<file path="src/rtl/param_stack.sv">
// param_stack: parametrised LIFO stack with a registered top-of-stack output.
//
// Parameters
//   WIDTH  data bits per entry
//   DEPTH  number of entries (>= 2)
//   CNT_W  width of count (2**CNT_W > DEPTH)
//
// Ports
//   clk        rising-edge clock
//   rst        synchronous active-high reset
//   push       push push_data this cycle
//   pop        pop the top entry this cycle
//   flush      discard all entries (priority over push/pop)
//   clr_err    clear the sticky overflow/underflow flags
//   push_data  data to push
//   tos_data   registered top-of-stack value, 0 when empty
//   count      number of valid entries
//   empty      count == 0
//   full       count == DEPTH
//   overflow   sticky: a push was dropped because the stack was full
//   underflow  sticky: a pop was dropped because the stack was empty
module param_stack #(
  parameter int WIDTH = 8,
  parameter int DEPTH = 8,
  parameter int CNT_W = 4
) (
  input  logic             clk,
  input  logic             rst,
  input  logic             push,
  input  logic             pop,
  input  logic             flush,
  input  logic             clr_err,
  input  logic [WIDTH-1:0] push_data,
  output logic [WIDTH-1:0] tos_data,
  output logic [CNT_W-1:0] count,
  output logic             empty,
  output logic             full,
  output logic             overflow,
  output logic             underflow
);

  localparam int AW = $clog2(DEPTH);

  logic [WIDTH-1:0] mem [DEPTH];

  logic [CNT_W-1:0] count_q, count_d;
  logic [WIDTH-1:0] tos_q, tos_d;
  logic             ovf_q, ovf_d;
  logic             unf_q, unf_d;

  logic             we;
  logic [AW-1:0]    waddr;
  logic [AW-1:0]    top_idx;
  logic [AW-1:0]    below_idx;
  logic             is_empty;
  logic             is_full;

  assign is_empty  = (count_q == '0);
  assign is_full   = (count_q == CNT_W'(DEPTH));
  assign top_idx   = AW'(count_q - CNT_W'(1));
  assign below_idx = AW'(count_q - CNT_W'(2));

  always_comb begin
    count_d = count_q;
    tos_d   = tos_q;
    // Clear first, then any new error below re-sets the flag, so set wins.
    ovf_d   = ovf_q & ~clr_err;
    unf_d   = unf_q & ~clr_err;
    we      = 1'b0;
    waddr   = AW'(count_q);

    if (flush) begin
      count_d = '0;
      tos_d   = '0;
    end else begin
      unique case ({push, pop})
        2'b10: begin
          if (is_full) begin
            ovf_d = 1'b1;
          end else begin
            we      = 1'b1;
            count_d = count_q + CNT_W'(1);
            tos_d   = push_data;
          end
        end
        2'b01: begin
          if (is_empty) begin
            unf_d = 1'b1;
          end else if (count_q == CNT_W'(1)) begin
            count_d = '0;
            tos_d   = '0;
          end else begin
            count_d = count_q - CNT_W'(1);
            tos_d   = mem[below_idx];
          end
        end
        2'b11: begin
          we    = 1'b1;
          tos_d = push_data;
          if (is_empty) begin
            // Pop is illegal, but the push still lands in entry 0.
            unf_d   = 1'b1;
            waddr   = '0;
            count_d = CNT_W'(1);
          end else begin
            waddr = top_idx;
          end
        end
        default: ;
      endcase
    end
  end

  always_ff @(posedge clk) begin
    if (rst) begin
      count_q <= '0;
      tos_q   <= '0;
      ovf_q   <= 1'b0;
      unf_q   <= 1'b0;
    end else begin
      count_q <= count_d;
      tos_q   <= tos_d;
      ovf_q   <= ovf_d;
      unf_q   <= unf_d;
    end
  end

  // Storage has no reset; contents are only read below count.
  always_ff @(posedge clk) begin
    if (!rst && we) begin
      mem[waddr] <= push_data;
    end
  end

  assign tos_data  = tos_q;
  assign count     = count_q;
  assign empty     = is_empty;
  assign full      = is_full;
  assign overflow  = ovf_q;
  assign underflow = unf_q;

endmodule

</file>
<file path="config.mk">
export PLATFORM = sky130hd
export DESIGN_NAME = param_stack
export DESIGN_NICKNAME = d
export VERILOG_FILES = /design/src/rtl/param_stack.sv
export SDC_FILE = /design/constraint.sdc
export NUM_CORES = 1
export LEC_CHECK = 0
export ABC_AREA = 1
export BUFFER_PORTS_ARGS = -buffer_cell sky130_fd_sc_hd__buf_2
export CAP_MARGIN = 20
export CORE_UTILIZATION = 50
export DETAILED_ROUTE_END_ITERATION = 12
export PLACE_DENSITY_LB_ADDON = 0.25
export SLEW_MARGIN = 20
export SYNTH_ARGS = -nofsm -noshare
export SYNTH_HDL_FRONTEND = slang
export SYNTH_SLANG_ARGS = --single-unit
</file>
<file path="constraint.sdc">
create_clock -name clk -period 2.57 [get_ports clk]
set_clock_uncertainty 0.15 [all_clocks]
set_input_delay 0.257 -clock clk [delete_from_list [all_inputs] [get_ports clk]]
set_output_delay 0.257 -clock clk [all_outputs]
set_load 0.02 [all_outputs]
</file>
* Yosys cells after proc, flatten, opt, wreduce, memory -nomap -nowiden
Memories as Yosys holds them, arrays and structs flattened.
Cells that the tools add are included.
** Storage, ports and cells
- Register bits :: 14
- RAM bits :: 64
- Input bits :: 14
- Output and inout bits :: 16
- Word-level logic and storage cells :: 50
- Memories :: 1
** Memory list
- mem :: words 8, bits a word 8, read ports 1, clocked after memory_dff 0, write ports 1, RTL line 44 : logic [WIDTH-1:0] mem [DEPTH];
** Operators by class
- Add/sub/neg operators :: 3
- Eq/ne operators :: 8
- Muxes and demuxes :: 23
- Bitwise gates (word level) :: 3
- Reduce and logical (&&, ||, !) cells :: 8
** Operator list (count)
- $mux W8 :: 3
- $pmux W8 S3 :: 1
- $mux W4 :: 4
- $pmux W4 S3 :: 1
- $mux W1 :: 10
- $mux W3 :: 3
- $ne A2 B2 Y1 const B :: 3
- $add A4 B1 Y4 const B :: 1
- $eq A2 B2 Y1 const B :: 2
- $eq A4 B1 Y1 const B :: 1
- $eq A4 B4 Y1 const B :: 1
- $logic_not A4 Y1 :: 1
- $reduce_and A4 Y1 :: 1
- $reduce_or A2 Y1 :: 2
- $sub A4 B1 Y4 const B :: 1
- $reduce_and A3 Y1 :: 1
- $reduce_bool A3 Y1 :: 1
- $sub A3 B2 Y3 const B :: 1
- $and A1 B1 Y1 :: 2
- $eq A2 B1 Y1 const B :: 1
- $pmux W1 S2 :: 1
- $logic_and A1 B1 Y1 :: 1
- $logic_not A1 Y1 :: 1
- $not A1 Y1 :: 1

* Longest topological paths before layout
Gate-level depths: netlist of the first run.
- Depth after elaboration :: 7
- Mapped depth :: 13
- Gate-level depth less buffers :: 11

* Worst setup path before layout of the first run
OpenSTA, ideal clock, no wires.
- Path type :: register to register
- Start point :: register count_q[1], in the netlist count[1]
- End point :: memory mem[1][0] (enable)
- Setup time :: 370 ps
- Arrival time :: 2196 ps
- Data required time :: 2050 ps
- Setup slack :: -146 ps
- Cell stages (with the launch flop) :: 12
- Path buffers :: 2
- Clock period less this slack :: 2716 ps
- Path through :: dfxtp_1 > buf_2 > inv_2 > buf_2 > ha_1 > nand2_1 > nor2_2 > nand2_2 > nand2_1 > nor2_1 > o211ai_2 > nor2_1
** On the way
- Word-level cells in the longest chain between the ends :: 7
- Elaborated cells on any way between the ends :: 12
- Classes of those cells :: 1 x add/sub; 1 x eq/ne; 8 x mux; 2 x reduce/logical
** RTL lines
- start: declaration :: RTL line 46 : logic [CNT_W-1:0] count_q, count_d;
- start signal: assignment :: RTL line 121 : count_q <= count_d;
- $eq A4 B4 Y1 :: RTL line 59 : assign is_full = (count_q == CNT_W'(DEPTH));
- via full :: RTL line 37 : output logic full,
- $mux W1 :: RTL line 78 : if (is_full) begin
- $pmux W1 S2 :: RTL line 76 : unique case ({push, pop})
- $mux W1 :: RTL line 72 : if (flush) begin
- $logic_and A1 B1 Y1 :: RTL line 130 : if (!rst && we) begin
- $mux W1 :: RTL line 130
- $mux W1 (implied by the code) :: RTL line 131 : mem[waddr] <= push_data;
- end: declaration :: RTL line 44
The timed path passes the listed nets, and every way through them passes these cells.

* Final worst setup path of the first run
- Start point :: register count_q[0], in the netlist count[0]
- End point :: memory mem[0][4] (enable)
** On the way
- Word-level cells in the longest chain between the ends :: 7
- Elaborated cells on any way between the ends :: 12
- Classes of those cells :: 1 x add/sub; 1 x eq/ne; 8 x mux; 2 x reduce/logical
** RTL lines (RTL line)
- $eq A4 B4 Y1 :: 59
- $mux W1 :: 78
- $pmux W1 S2 :: 76
- $mux W1 :: 72
- $logic_and A1 B1 Y1 :: 130
- $mux W1 :: 130
- $mux W1 (implied by the code) :: 131
Parallel ways exist; a longest one is shown, timed or not.

==> summary.txt, run 1 <==
Layout
  • Post-route insts no fill: 518
  • Number of antenna cells inserted: 0
  • Area Overhead vs Synth: 12.9%
  • Fill cell instance count of the final layout: 612
  • Cell area after layout: 4090 sq um
  • Final core utilization: 59.2%
  • Leading cell type in the layout, fill and taps excluded: sky130_fd_sc_hd__nand2_1
  • Share of final-layout standard cells stronger than drive strength 1: 17.1%
  • Most frequent cells in the layout: 125 x sky130_fd_sc_hd__nand2_1, 64 x sky130_fd_sc_hd__edfxtp_1, 49 x sky130_fd_sc_hd__nand3_1
  • Total number of nets in the final design: 437

Drt
  • Ratio of routed vias to standard cells: 5.31
  • Count of unresolved DRC violations after routing: 0
  • Routed wire length: 8130 um
  • First-iteration detailed-routing DRC count: 319
  • Drt wl/cell: 15.7 um
  • Routed via count: 2748
  • First-pass iteration count of the detailed router: 5
  • Count of antenna-violating nets left after detailed routing: 0

Hold path
  • Kind of path behind the tightest hold check: in2reg
  • Critical hold path startpoint: clr_err
  • Endpoint of the worst hold path: underflow
  • Worst hold stages: 3

Clock tree
  • Clock tree buffer depth: 2
  • Clk_lat worst skew: 0.34 ns
  • CTS sink count: 78
  • Clock input transition at the sequential cells of the worst setup and hold paths: 0.08 ns
  • H-Tree Level Count: 3
  • Number of buffers inserted by post-CTS setup repair: 0
  • Number of gates resized after CTS: 0
  • Count of hold buffers inserted by post-cts repair: 0
  • CTS tree: done
  • Clock root cell: sky130_fd_sc_hd__clkbuf_8
  • Inserted Clock Buffers: 9

Critical path
  • Reg2reg path depth: 8
  • Maximum fanout along the worst path: 38
  • Library cell contributing the largest single delay on the critical path: sky130_fd_sc_hd__dfxtp_1
  • Kind of launch point of the worst setup path: flop
  • Logic depth of the worst setup path including buffers: 8
  • Reg2reg end: mem[0][4]
  • Worst Path Buf+Inv: 3
  • Worst setup path class: reg2reg
  • Crit-path most repeated cell: sky130_fd_sc_hd__buf_4
  • Kind of cell with the highest combined delay on the critical path: buffers and inverters
  • Launching point of the worst reg2reg path: count[0]
  • Delay of the slowest critical-path stage: 0.32 ns
  • CP Data Required Time: 2.47 ns
  • CP arrival: 2.18 ns
  • Endpoint kind of the worst setup timing path: flop
  • Crit-path cells: buf_4 > ha_1 > o21ai_0 > o22ai_2 > inv_1 > nand2_1 > nor2_1 > buf_4
  • R2R Setup Slk: 0.30 ns

STA
  • Summed negative setup slack over all endpoints: 0 ns
  • Count of final max-slew check failures: 0
  • Worst hold slack after final layout: 0.0466 ns
  • RSZ-0062 raised after global routing: no
  • Final setup margin: 0.295 ns
  • Number of setup violations in the final report: 0
  • Post-route clock period utilization: 88.5%
  • Total count of hold-check failures in the final report: 0
  • Tightest Pin Transition: 0.560 ns
  • Highest Clock Rate: 440 MHz
  • Worst max-slew margin expressed relative to the limit: 62.5%
  • Post-route minimum period: 2.27 ns

Placement
  • Worst setup slack before clock tree synthesis: 0.332 ns
  • Gp weighted congestion: 0.843
  • Port Buf Inserts: 29
  • Total instance count after detailed placement: 502
  • Standard cell area after detailed placement: 3910 sq um
  • Detail Placement HPWL: 5600 um

Flow run
  • Count of maximum capacitance violations: 0

Power and ir drop
  • Leakage: 1.74 nW
  • IR drop worst, VDD: 275 uV
  • Power per cell area: 647 nW/um^2
  • Pwr Total: 2.65 mW

Logic synthesis
  • #FFs+latches synth: 78
  • Largest cells by area after synthesis: sky130_fd_sc_hd__edfxtp_1 53%, sky130_fd_sc_hd__nand2_1 13%, sky130_fd_sc_hd__dfxtp_1 7.7%, sky130_fd_sc_hd__nand3_1 6.8%, sky130_fd_sc_hd__inv_1 3.4%
  • Synthesized netlist net count: 402
  • Number of flops mapped to enable cells by yosys: 64
  • Post-Syn Instances: 382
  • Sequential area share after synthesis: 60.8%
  • Cell area after technology mapping: 3620 sq um
  • Count of different cell masters after synthesis: 26
  • Dominant cell type by area after synthesis: sky130_fd_sc_hd__edfxtp_1
  • Post-synth top area share: 53.0%
  • Ys async rst share: 0%
  • Yosys warning total: 0
  • Avg Cell Area, Syn: 9.49 sq um
  • Most used flip-flop cell after synthesis: sky130_fd_sc_hd__edfxtp_1

Floorplanning
  • Initial cell density of the core: 52.5%
  • Top-Level Pins: 30
  • Core area: 6910 sq um
  • Width of the die: 87.1 um
  • Die area: 7590 sq um
  • Placement Rows: 30
  • Vertical die dimension: 87.1 um

Global route
  • Wire length of the first global-routing pass: 13100 um
  • Global-route total usage across every layer: 23.7%
  • Total global routing overflow: 0
  • Largest net degree at the start of global routing: 39
  • Antenna violations before repair: 0
  • Number of global-route vias before repair: 2529

Outcome
  • Outcome: completed
cell families after synthesis:
group	synth area share, %
buf+inv	5.80
fa+ha+maj	2.07
flops	60.8
compound gates	5.15
xor+xnor	0.242
simple gates	26.0
worst reg2reg max path, cell delays in order, from the launching register on:
cell,delay (ns)
sky130_fd_sc_hd__dfxtp_1,0.32
sky130_fd_sc_hd__buf_4,0.25
sky130_fd_sc_hd__ha_1,0.27
sky130_fd_sc_hd__o21ai_0,0.22
sky130_fd_sc_hd__o22ai_2,0.14
sky130_fd_sc_hd__inv_1,0.09
sky130_fd_sc_hd__nand2_1,0.10
sky130_fd_sc_hd__nor2_1,0.24
sky130_fd_sc_hd__buf_4,0.21
layout make-up:
type	count	area [sq um]	area share [%]
clock inverters	5	50.0	1.22
repair buffers	37	205	5.02
inverters	37	141	3.46
multi-input cells	254	1240	30.3
flip-flops and latches	78	2200	53.8
well taps	96	120	2.94
clock buffers	11	131	3.21
how the worst max path moves through the flow:
stage / to / start
floorplan: mem[0][0] / count[1]
global placement: mem[0][0] / count[0]
detailed placement: mem[2][4] / count[0]
CTS: mem[0][4] / count[0]
global route: mem[0][4] / count[0]
finish: mem[0][4] / count[0]
report_power, final:
part	switching, mW	leakage, nW	total [mW]	internal (mW)
Combinational	0.266	0.958	0.380	0.114
Sequential	0.0131	0.691	1.40	1.39
Clock	0.425	0.0884	0.867	0.442
Total	0.704	1.74	2.65	1.94
state kept, by name, summed over array words and instances, names as in the netlist:
register	count
mem	64
tos_data	8
count	4
overflow	1
underflow	1
per-layer routing:
layer,vias up,part of all wire [%],global-route usage (%)
li1,1324,-,-
met1,1313,46,34.1
met2,97,46,36.3
met3,14,6.5,4.45
met4,0,1.4,8.05
met5,-,0,0
synthesized netlist by cell type (5+ instances only):
library cell and count:
sky130_fd_sc_hd__inv_1 33, sky130_fd_sc_hd__a21oi_1 10, sky130_fd_sc_hd__buf_2 7, sky130_fd_sc_hd__dfxtp_1 14, sky130_fd_sc_hd__ha_1 6, sky130_fd_sc_hd__nand2_2 5
sky130_fd_sc_hd__o21bai_1 8, sky130_fd_sc_hd__nor2_1 33, sky130_fd_sc_hd__nand2_1 125, sky130_fd_sc_hd__nand3_1 49, sky130_fd_sc_hd__edfxtp_1 64
No activity file was read; power rests on OpenSTA's default activity.
==> inputs of run 2 (changes only) <==
--- a/config.mk
+++ b/config.mk
@@ -9,6 +9,7 @@
 export BUFFER_PORTS_ARGS = -buffer_cell sky130_fd_sc_hd__buf_2
 export CAP_MARGIN = 20
 export CORE_UTILIZATION = 50
+export CTS_BUF_LIST = sky130_fd_sc_hd__clkbuf_8
 export DETAILED_ROUTE_END_ITERATION = 12
 export PLACE_DENSITY_LB_ADDON = 0.25
 export SLEW_MARGIN = 20
==> summary.txt, run 2 (synthesis gave the netlist of run 1 again) <==
Floorplanning
  • Die area: 7590 sq um (unchanged)
  • Vertical die dimension: 87.1 um (unchanged)
  • Placement Rows: 30 (unchanged)
  • Initial cell density of the core: 52.5% (unchanged)
  • Width of the die: 87.1 um (unchanged)
  • Top-Level Pins: 30 (unchanged)
  • Core area: 6910 sq um (unchanged)

Power and ir drop
  • Power per cell area: 646 nW/um^2 (was 647 nW/um^2)
  • IR drop worst, VDD: 276 uV (was 275 uV)
  • Leakage: 1.75 nW (was 1.74 nW)

Critical path
  • Maximum fanout along the worst path: 38 (unchanged)
  • CP arrival: 2.18 ns (about the same)
  • Endpoint kind of the worst setup timing path: flop (unchanged)
  • Kind of launch point of the worst setup path: flop (unchanged)
  • CP Data Required Time: 2.48 ns (was 2.47 ns)
  • Worst setup path class: reg2reg (unchanged)

Clock tree
  • Number of buffers inserted by post-CTS setup repair: 0 (unchanged)
  • Count of hold buffers inserted by post-cts repair: 0 (unchanged)
  • CTS tree: done (unchanged)
  • Clock root cell: sky130_fd_sc_hd__clkbuf_8 (unchanged)
  • Clk_lat worst skew: 0.34 ns (about the same)
  • CTS sink count: 78 (unchanged)
  • Clock input transition at the sequential cells of the worst setup and hold paths: 0.08 ns (about the same)
  • Number of gates resized after CTS: 0 (unchanged)
  • H-Tree Level Count: 3 (unchanged)
  • Inserted Clock Buffers: 9 (unchanged)
  • Clock tree buffer depth: 2 (unchanged)

Drt
  • Routed via count: 2755 (was 2748)
  • First-iteration detailed-routing DRC count: 321 (was 319)
  • Count of unresolved DRC violations after routing: 0 (unchanged)
  • Count of antenna-violating nets left after detailed routing: 0 (unchanged)
  • Ratio of routed vias to standard cells: 5.32 (was 5.31)
  • First-pass iteration count of the detailed router: 5 (unchanged)
  • Routed wire length: 8120 um (was 8130 um)
  • Drt wl/cell: 15.7 um (about the same)

Global route
  • Antenna violations before repair: 0 (unchanged)
  • Largest net degree at the start of global routing: 39 (unchanged)
  • Total global routing overflow: 0 (unchanged)
  • Wire length of the first global-routing pass: 13100 um (unchanged)
  • Number of global-route vias before repair: 2529 (unchanged)
  • Global-route total usage across every layer: 23.7% (unchanged)

Layout
  • Area Overhead vs Synth: 12.9% (unchanged)
  • Share of final-layout standard cells stronger than drive strength 1: 17.1% (unchanged)
  • Cell area after layout: 4090 sq um (unchanged)
  • Leading cell type in the layout, fill and taps excluded: sky130_fd_sc_hd__nand2_1 (unchanged)
  • Total number of nets in the final design: 437 (unchanged)
  • Most frequent cells in the layout: 125 x sky130_fd_sc_hd__nand2_1, 64 x sky130_fd_sc_hd__edfxtp_1, 49 x sky130_fd_sc_hd__nand3_1 (unchanged)
  • Post-route insts no fill: 518 (unchanged)
  • Most flop-heavy register: mem (unchanged)
  • Number of antenna cells inserted: 0 (unchanged)
  • Largest register FFs: 64 (unchanged)

STA
  • Post-route minimum period: 2.27 ns (about the same)
  • Tightest Pin Transition: 0.560 ns (about the same)
  • Highest Clock Rate: 440 MHz (about the same)
  • Final setup margin: 0.295 ns (about the same)
  • RSZ-0062 raised after global routing: no (unchanged)
  • Total count of hold-check failures in the final report: 0 (unchanged)
  • Count of final max-slew check failures: 0 (unchanged)
  • Number of setup violations in the final report: 0 (unchanged)
  • Post-route clock period utilization: 88.5% (about the same)
  • Summed negative setup slack over all endpoints: 0 ns (unchanged)
  • Worst max-slew margin expressed relative to the limit: 62.5% (about the same)

Placement
  • Gp weighted congestion: 0.843 (unchanged)
  • Standard cell area after detailed placement: 3910 sq um (unchanged)
  • Port Buf Inserts: 29 (unchanged)
  • Detail Placement HPWL: 5600 um (unchanged)
  • Total instance count after detailed placement: 502 (unchanged)
  • Worst setup slack before clock tree synthesis: 0.332 ns (unchanged)

Flow run
  • Count of maximum capacitance violations: 0 (unchanged)

Outcome
  • Outcome: completed (unchanged)

Hold path
  • Kind of path behind the tightest hold check: in2reg (unchanged)
[run 2: cell count changes in the layout (fill, tap and decap cells not counted)]
cell / change
sky130_fd_sc_hd__clkbuf_1: -2
sky130_fd_sc_hd__inv_1: +2
[run 2: report_power, final]
part           switching, mW  internal [mW]  total [mW]
combinational          0.266          0.114       0.380
sequential            0.0131           1.39        1.40
clock                  0.428          0.434       0.862
total                  0.707           1.94        2.64
[run 2: worst max-delay path: stages, from the launching register on]
cell and delay (ns):
sky130_fd_sc_hd__dfxtp_1 0.32, sky130_fd_sc_hd__buf_4 0.25, sky130_fd_sc_hd__ha_1 0.27, sky130_fd_sc_hd__o21ai_0 0.22, sky130_fd_sc_hd__o22ai_2 0.14, sky130_fd_sc_hd__inv_1 0.09
sky130_fd_sc_hd__nand2_1 0.10, sky130_fd_sc_hd__nor2_1 0.24, sky130_fd_sc_hd__buf_4 0.21
[run 2: worst paths after layout]
| kind | startpoint | endpoint | slack [ns] | cells past startpoint |
|---|---|---|---|---|
| max | count[0] | mem[0][4] | 0.30 | 8 |
| min | clr_err | underflow | 0.04 | 3 |
| max reg2reg | count[0] | mem[0][4] | 0.30 | 8 |
| min reg2reg | underflow | underflow | 0.32 | 2 |
[run 2: final cells by class]
type	instances	area, sq um
multi-input cells	254	1240
repair buffers	37	205
well taps	96	120
fillers	612	2820
clock buffers	9	124
inverters	37	141
clock inverters	7	57.6
flip-flops and latches	78	2200
[run 2: metal layers]
metal  up-vias  wire (um)  GRT usage (%)
li1       1325          -              -
met1      1315       3710           34.1
met2       100       3770           36.3
met3        15        522           4.45
met4         0        116           8.05
met5         -          0              0
[run 2: stage by stage]
step	utilization [%]	total power [mW]	hold WS, ns
2_1_floorplan	-	1.69	0.206
3_3_place_gp	56.6	1.80	0.307
3_5_place_dp	56.6	1.81	0.305
4_1_cts	59.2	2.66	0.0362
5_1_grt	59.2	2.75	0.0607
6_report	59.2	2.64	0.0438
